### config.mk
export PLATFORM = sky130hd
export DESIGN_NAME = pulse_meter
export DESIGN_NICKNAME = d
export VERILOG_FILES = /design/src/rtl/pulse_meter_pkg.sv /design/src/rtl/edge_sync.sv /design/src/rtl/pulse_meter.sv
export SDC_FILE = /design/constraint.sdc
export NUM_CORES = 1
export LEC_CHECK = 0
export ABC_AREA = 1
export BUFFER_PORTS_ARGS = -buffer_cell sky130_fd_sc_hd__buf_2
export CORE_MARGIN = 5
export CORE_UTILIZATION = 30
export DETAILED_ROUTE_END_ITERATION = 7
export SLEW_MARGIN = 25
export SYNTH_ARGS = -nofsm -noshare
export SYNTH_HDL_FRONTEND = slang
export SYNTH_HIERARCHICAL = 1
export SYNTH_SLANG_ARGS = --single-unit
### constraint.sdc
create_clock -name clock -period 2.25 [get_ports clock]
set_input_delay 0.3375 -clock clock [delete_from_list [all_inputs] [get_ports clock]]
set_output_delay 0.3375 -clock clock [all_outputs]
set_load 0.1 [all_outputs]
### src/rtl/pulse_meter_pkg.sv
// Shared types and defaults for the pulse meter.
package pulse_meter_pkg;

  localparam int unsigned DEFAULT_WIDTH = 8;

  typedef enum logic [1:0] {
    IDLE = 2'd0,
    HIGH = 2'd1,
    LOW  = 2'd2
  } state_e;

endpackage

### src/rtl/edge_sync.sv
// Two-flop synchronizer for the measured waveform plus rise/fall detect
// on the synchronized level.
module edge_sync (
  input  logic clock,
  input  logic reset_n,
  input  logic d,
  output logic q,
  output logic rise,
  output logic fall
);

  logic meta_q;
  logic sync_q;
  logic prev_q;

  always_ff @(posedge clock or negedge reset_n) begin
    if (!reset_n) begin
      meta_q <= 1'b0;
      sync_q <= 1'b0;
      prev_q <= 1'b0;
    end else begin
      meta_q <= d;
      sync_q <= meta_q;
      prev_q <= sync_q;
    end
  end

  // Edges are decoded from registered levels, so they are glitch-free.
  assign q    = sync_q;
  assign rise = sync_q & ~prev_q;
  assign fall = ~sync_q & prev_q;

endmodule

### src/rtl/pulse_meter.sv
// Measures high time, low time and period of an asynchronous pulse train,
// in clock cycles, with saturating counters and a sticky overflow flag.
module pulse_meter
  import pulse_meter_pkg::*;
#(
  parameter int unsigned WIDTH = DEFAULT_WIDTH
) (
  input  logic             clock,
  input  logic             reset_n,
  input  logic             signal,
  input  logic             clear,
  output logic [WIDTH-1:0] high_width,
  output logic [WIDTH-1:0] low_width,
  output logic [WIDTH:0]   period,
  output logic             valid,
  output logic             overflow
);

  localparam int unsigned PW = WIDTH + 1;
  localparam logic [WIDTH-1:0] CNT_MAX = '1;

  logic s;
  logic rise;
  logic fall;

  state_e           state_q;
  logic [WIDTH-1:0] hcnt_q;
  logic [WIDTH-1:0] lcnt_q;
  logic             ovf_q;
  logic [WIDTH-1:0] high_width_q;
  logic [WIDTH-1:0] low_width_q;
  logic [PW-1:0]    period_q;
  logic             valid_q;
  logic             overflow_q;

  edge_sync u_edge_sync (
    .clock  (clock),
    .reset_n(reset_n),
    .d      (signal),
    .q      (s),
    .rise   (rise),
    .fall   (fall)
  );

  // Measurement FSM; a period is rise -> fall -> rise, reported on the closing rise.
  always_ff @(posedge clock or negedge reset_n) begin
    if (!reset_n) begin
      state_q      <= IDLE;
      hcnt_q       <= '0;
      lcnt_q       <= '0;
      ovf_q        <= 1'b0;
      high_width_q <= '0;
      low_width_q  <= '0;
      period_q     <= '0;
      valid_q      <= 1'b0;
      overflow_q   <= 1'b0;
    end else begin
      valid_q <= 1'b0;
      if (clear) begin
        state_q <= IDLE;
        hcnt_q  <= '0;
        lcnt_q  <= '0;
        ovf_q   <= 1'b0;
      end else begin
        case (state_q)
          IDLE: begin
            if (rise) begin
              state_q <= HIGH;
              hcnt_q  <= WIDTH'(1);
              lcnt_q  <= '0;
              ovf_q   <= 1'b0;
            end
          end
          HIGH: begin
            if (fall) begin
              state_q <= LOW;
              lcnt_q  <= WIDTH'(1);
            end else if (s) begin
              if (hcnt_q == CNT_MAX) begin
                ovf_q <= 1'b1;
              end else begin
                hcnt_q <= hcnt_q + WIDTH'(1);
              end
            end
          end
          LOW: begin
            if (rise) begin
              high_width_q <= hcnt_q;
              low_width_q  <= lcnt_q;
              period_q     <= PW'(hcnt_q) + PW'(lcnt_q);
              overflow_q   <= ovf_q;
              valid_q      <= 1'b1;
              state_q      <= HIGH;
              hcnt_q       <= WIDTH'(1);
              lcnt_q       <= '0;
              ovf_q        <= 1'b0;
            end else if (!s) begin
              if (lcnt_q == CNT_MAX) begin
                ovf_q <= 1'b1;
              end else begin
                lcnt_q <= lcnt_q + WIDTH'(1);
              end
            end
          end
          default: state_q <= IDLE;
        endcase
      end
    end
  end

  assign high_width = high_width_q;
  assign low_width  = low_width_q;
  assign period     = period_q;
  assign valid      = valid_q;
  assign overflow   = overflow_q;

endmodule

==> reports/results.ini <==
[power]
max-vdd-ir-drop_v=0.000316
power_density_nw_per_um2=865
p_leak_nw=1.69

[clocking]
post_cts_buffers=0
cts.clk_slew.worst_paths_ns=0.10
cts_made_buffers=5
holdBufCountCts=0
htreeDepth=2
cts_tree=done
cts_resized=0
cts-root-buf=clkbuf_8
clock_path_buffers=2
insertion_delay_ns=0.31
cts_num_sinks=49

[synthesis]
synth_top_area_frac=0.449
synth.cell_area_um2=2730
async_reset_ff_frac=1.00
synth_ff_type=dfrtp_1
synth_common_cells=nand2_1 (135), dfrtp_1 (49), inv_1 (37)
ys_seq_area_frac=0.449
syn-num-nets=371
synth.largest_area_cell=dfrtp_1
synthTopCellsByArea=dfrtp_1 (45%), nand2_1 (19%), ha_1 (6.4%)
syn-mean-instance-area_um2=7.76
synth_edf_count=0
postSynthCellCount=352
yosys_warnings=6
ys_types=25
synth_most_common_cell=nand2_1
ys_ff_latch=49

[route]
wire_per_inst_um=12.0
drt-pass1-iter-count=4
drt_iter0_drc=112
route.vias.total=2271
post-route-drc-count=0
vias_per_cell=4.61
totalWireLength_mm=5.93
drtAntennaViolNets=0

[critical_path]
slowest_delay_ns=0.44
crit_path_cell_trace=ha_1 -> fa_1 -> nand3_1 -> nand3_1 -> nand4_1 -> nand2_1 -> nand2_1 -> nand2_1
worst-path-buf-inv=0
worst_path_max_delay_cell=dfrtp_1
end_kind=register
cp.required_ns=2.46
arrival_ns=1.95
worst-path-max-fanout=5
crit_type=register to register
cp_common_cell=nand2_1
path_delay_family=adder cells
startpoint_type=register

[placed_design]
portBuffers=30
dp_hpwl_mm=4.51
gp_congestion=0.887

[cells_and_area]
nNetsFinal=403
diodes=0
drive_above_1_share=0.127
area_growth_pct=14.3

[die]
rows=34
design.core.area_um2=8810
die_area_um2=11100
initial_core_util=0.310
die_w_um=105
io_pins=31
fp.dieH_um=105

[global_routing]
grt_first_pass_wirelength_mm=10.6
antenna_found_initial=0
grt_max_degree=41
grt_pass1_vias=2236
grt_util_all_layers=0.115
grt_overflow=0

[run]
cap_violations=0

[sta]
rsz0062_at_grt=false
setup_violations=0
timing.fmax_mhz=573
skew_ns=0.00751
whs_ns=0.0141
setup_tns_ns=0
hold_violations=0
max-slew-margin-rel=0.613
tightest_slew_ns=0.580
slew_violations=0
fin_crit_sh=0.776
period_needed_ns=1.75

[worst_hold_path]
hold_path.class=input port to async pin

[status]
status=completed

==> power breakdown <==
group / leakage, nW / switching [W] / internal (W) / total [W]
clock: 0.0543 / 0.000313 / 0.000333 / 0.000646
sequential: 0.655 / 0.0000683 / 0.000982 / 0.00105
combinational: 0.981 / 0.000846 / 0.000155 / 0.00100
total: 1.69 / 0.00123 / 0.00147 / 0.00270
==> metrics by stage <==
step	utilization	total power [W]	worst slack, ns	cells	instance area (um^2)
4_1_cts	0.354	0.00273	0.490	493	3120
5_1_grt	0.354	0.00283	0.281	493	3120
3_5_place_dp	0.341	0.00208	0.499	485	3000
2_1_floorplan	-	0.00189	0.682	352	2730
6_report	0.354	0.00270	0.505	493	3120
3_3_place_gp	0.341	0.00207	0.546	485	3000
==> metal layers <==
metal	share of wire	wire [um]	vias to the layer above	global-route usage
li1	-	-	1180	-
met1	0.49	2930	1041	0.154
met2	0.46	2700	41	0.188
met3	0.036	214	9	0.0220
met4	0.012	74	0	0.0366
met5	0	0	-	0
==> final cells by class <==
class,instances,area (um^2)
sequential,49,1230
tap,108,135
multi-input combinational,258,1320
inverter,38,143
timing repair buffer,32,178
clock inverter,3,46.3
clock buffer,5,68.8
fill,911,5690
==> final timing paths <==
path / start / endpoint / slack, ns / cells past startpoint
setup / recovery: hcnt_q[0]$_DFFE_PN0P_ / period[8]$_DFFE_PN0P_ / 0.50 / 8
min in group clock: signal / u_edge_sync/meta_q$_DFF_PN0_ / 0.13 / 1
hold reg to reg: u_edge_sync/meta_q$_DFF_PN0_ / u_edge_sync/q$_DFF_PN0_ / 0.36 / 0
max in group asynchronous: reset_n / lcnt_q[0]$_DFFE_PN0P_ / 1.70 / 2
hold / removal: reset_n / period[4]$_DFFE_PN0P_ / 0.01 / 1
setup reg to reg: hcnt_q[0]$_DFFE_PN0P_ / period[8]$_DFFE_PN0P_ / 0.50 / 8
==> flip-flops by register name (all words and copies together), names as in the netlist, 2 cells and up <==
signal      cells
low_width       8
hcnt_q          8
period          9
high_width      8
state_q         2
lcnt_q          8
==> layout by cell type, fill, tap and decap left out, types with 6 or more instances in the layout <==
| cell | synthesis | routed |
|---|---|---|
| buf_2 | 4 | 30 |
| dfrtp_1 | 49 | 49 |
| ha_1 | 14 | 14 |
| inv_1 | 37 | 37 |
| nand2_1 | 135 | 135 |
| nand3_1 | 25 | 25 |
| nand3b_1 | 6 | 6 |
| nand4_1 | 7 | 7 |
| nor2_1 | 18 | 18 |
| o21ai_0 | 25 | 25 |
==> cells by family (layout without fill, tap and decap cells) <==
kind of cell,after synthesis,after routing,synth area share
AO/OA/AOI/OAI,34,34,0.0646
XOR/XNOR,8,8,0.0257
adder cells (fa/ha/maj),15,15,0.0715
buffers and inverters,45,78,0.0665
flip-flops,49,49,0.449
AND/OR/NAND/NOR,201,201,0.323
No activity file was read; power rests on OpenSTA's default activity.
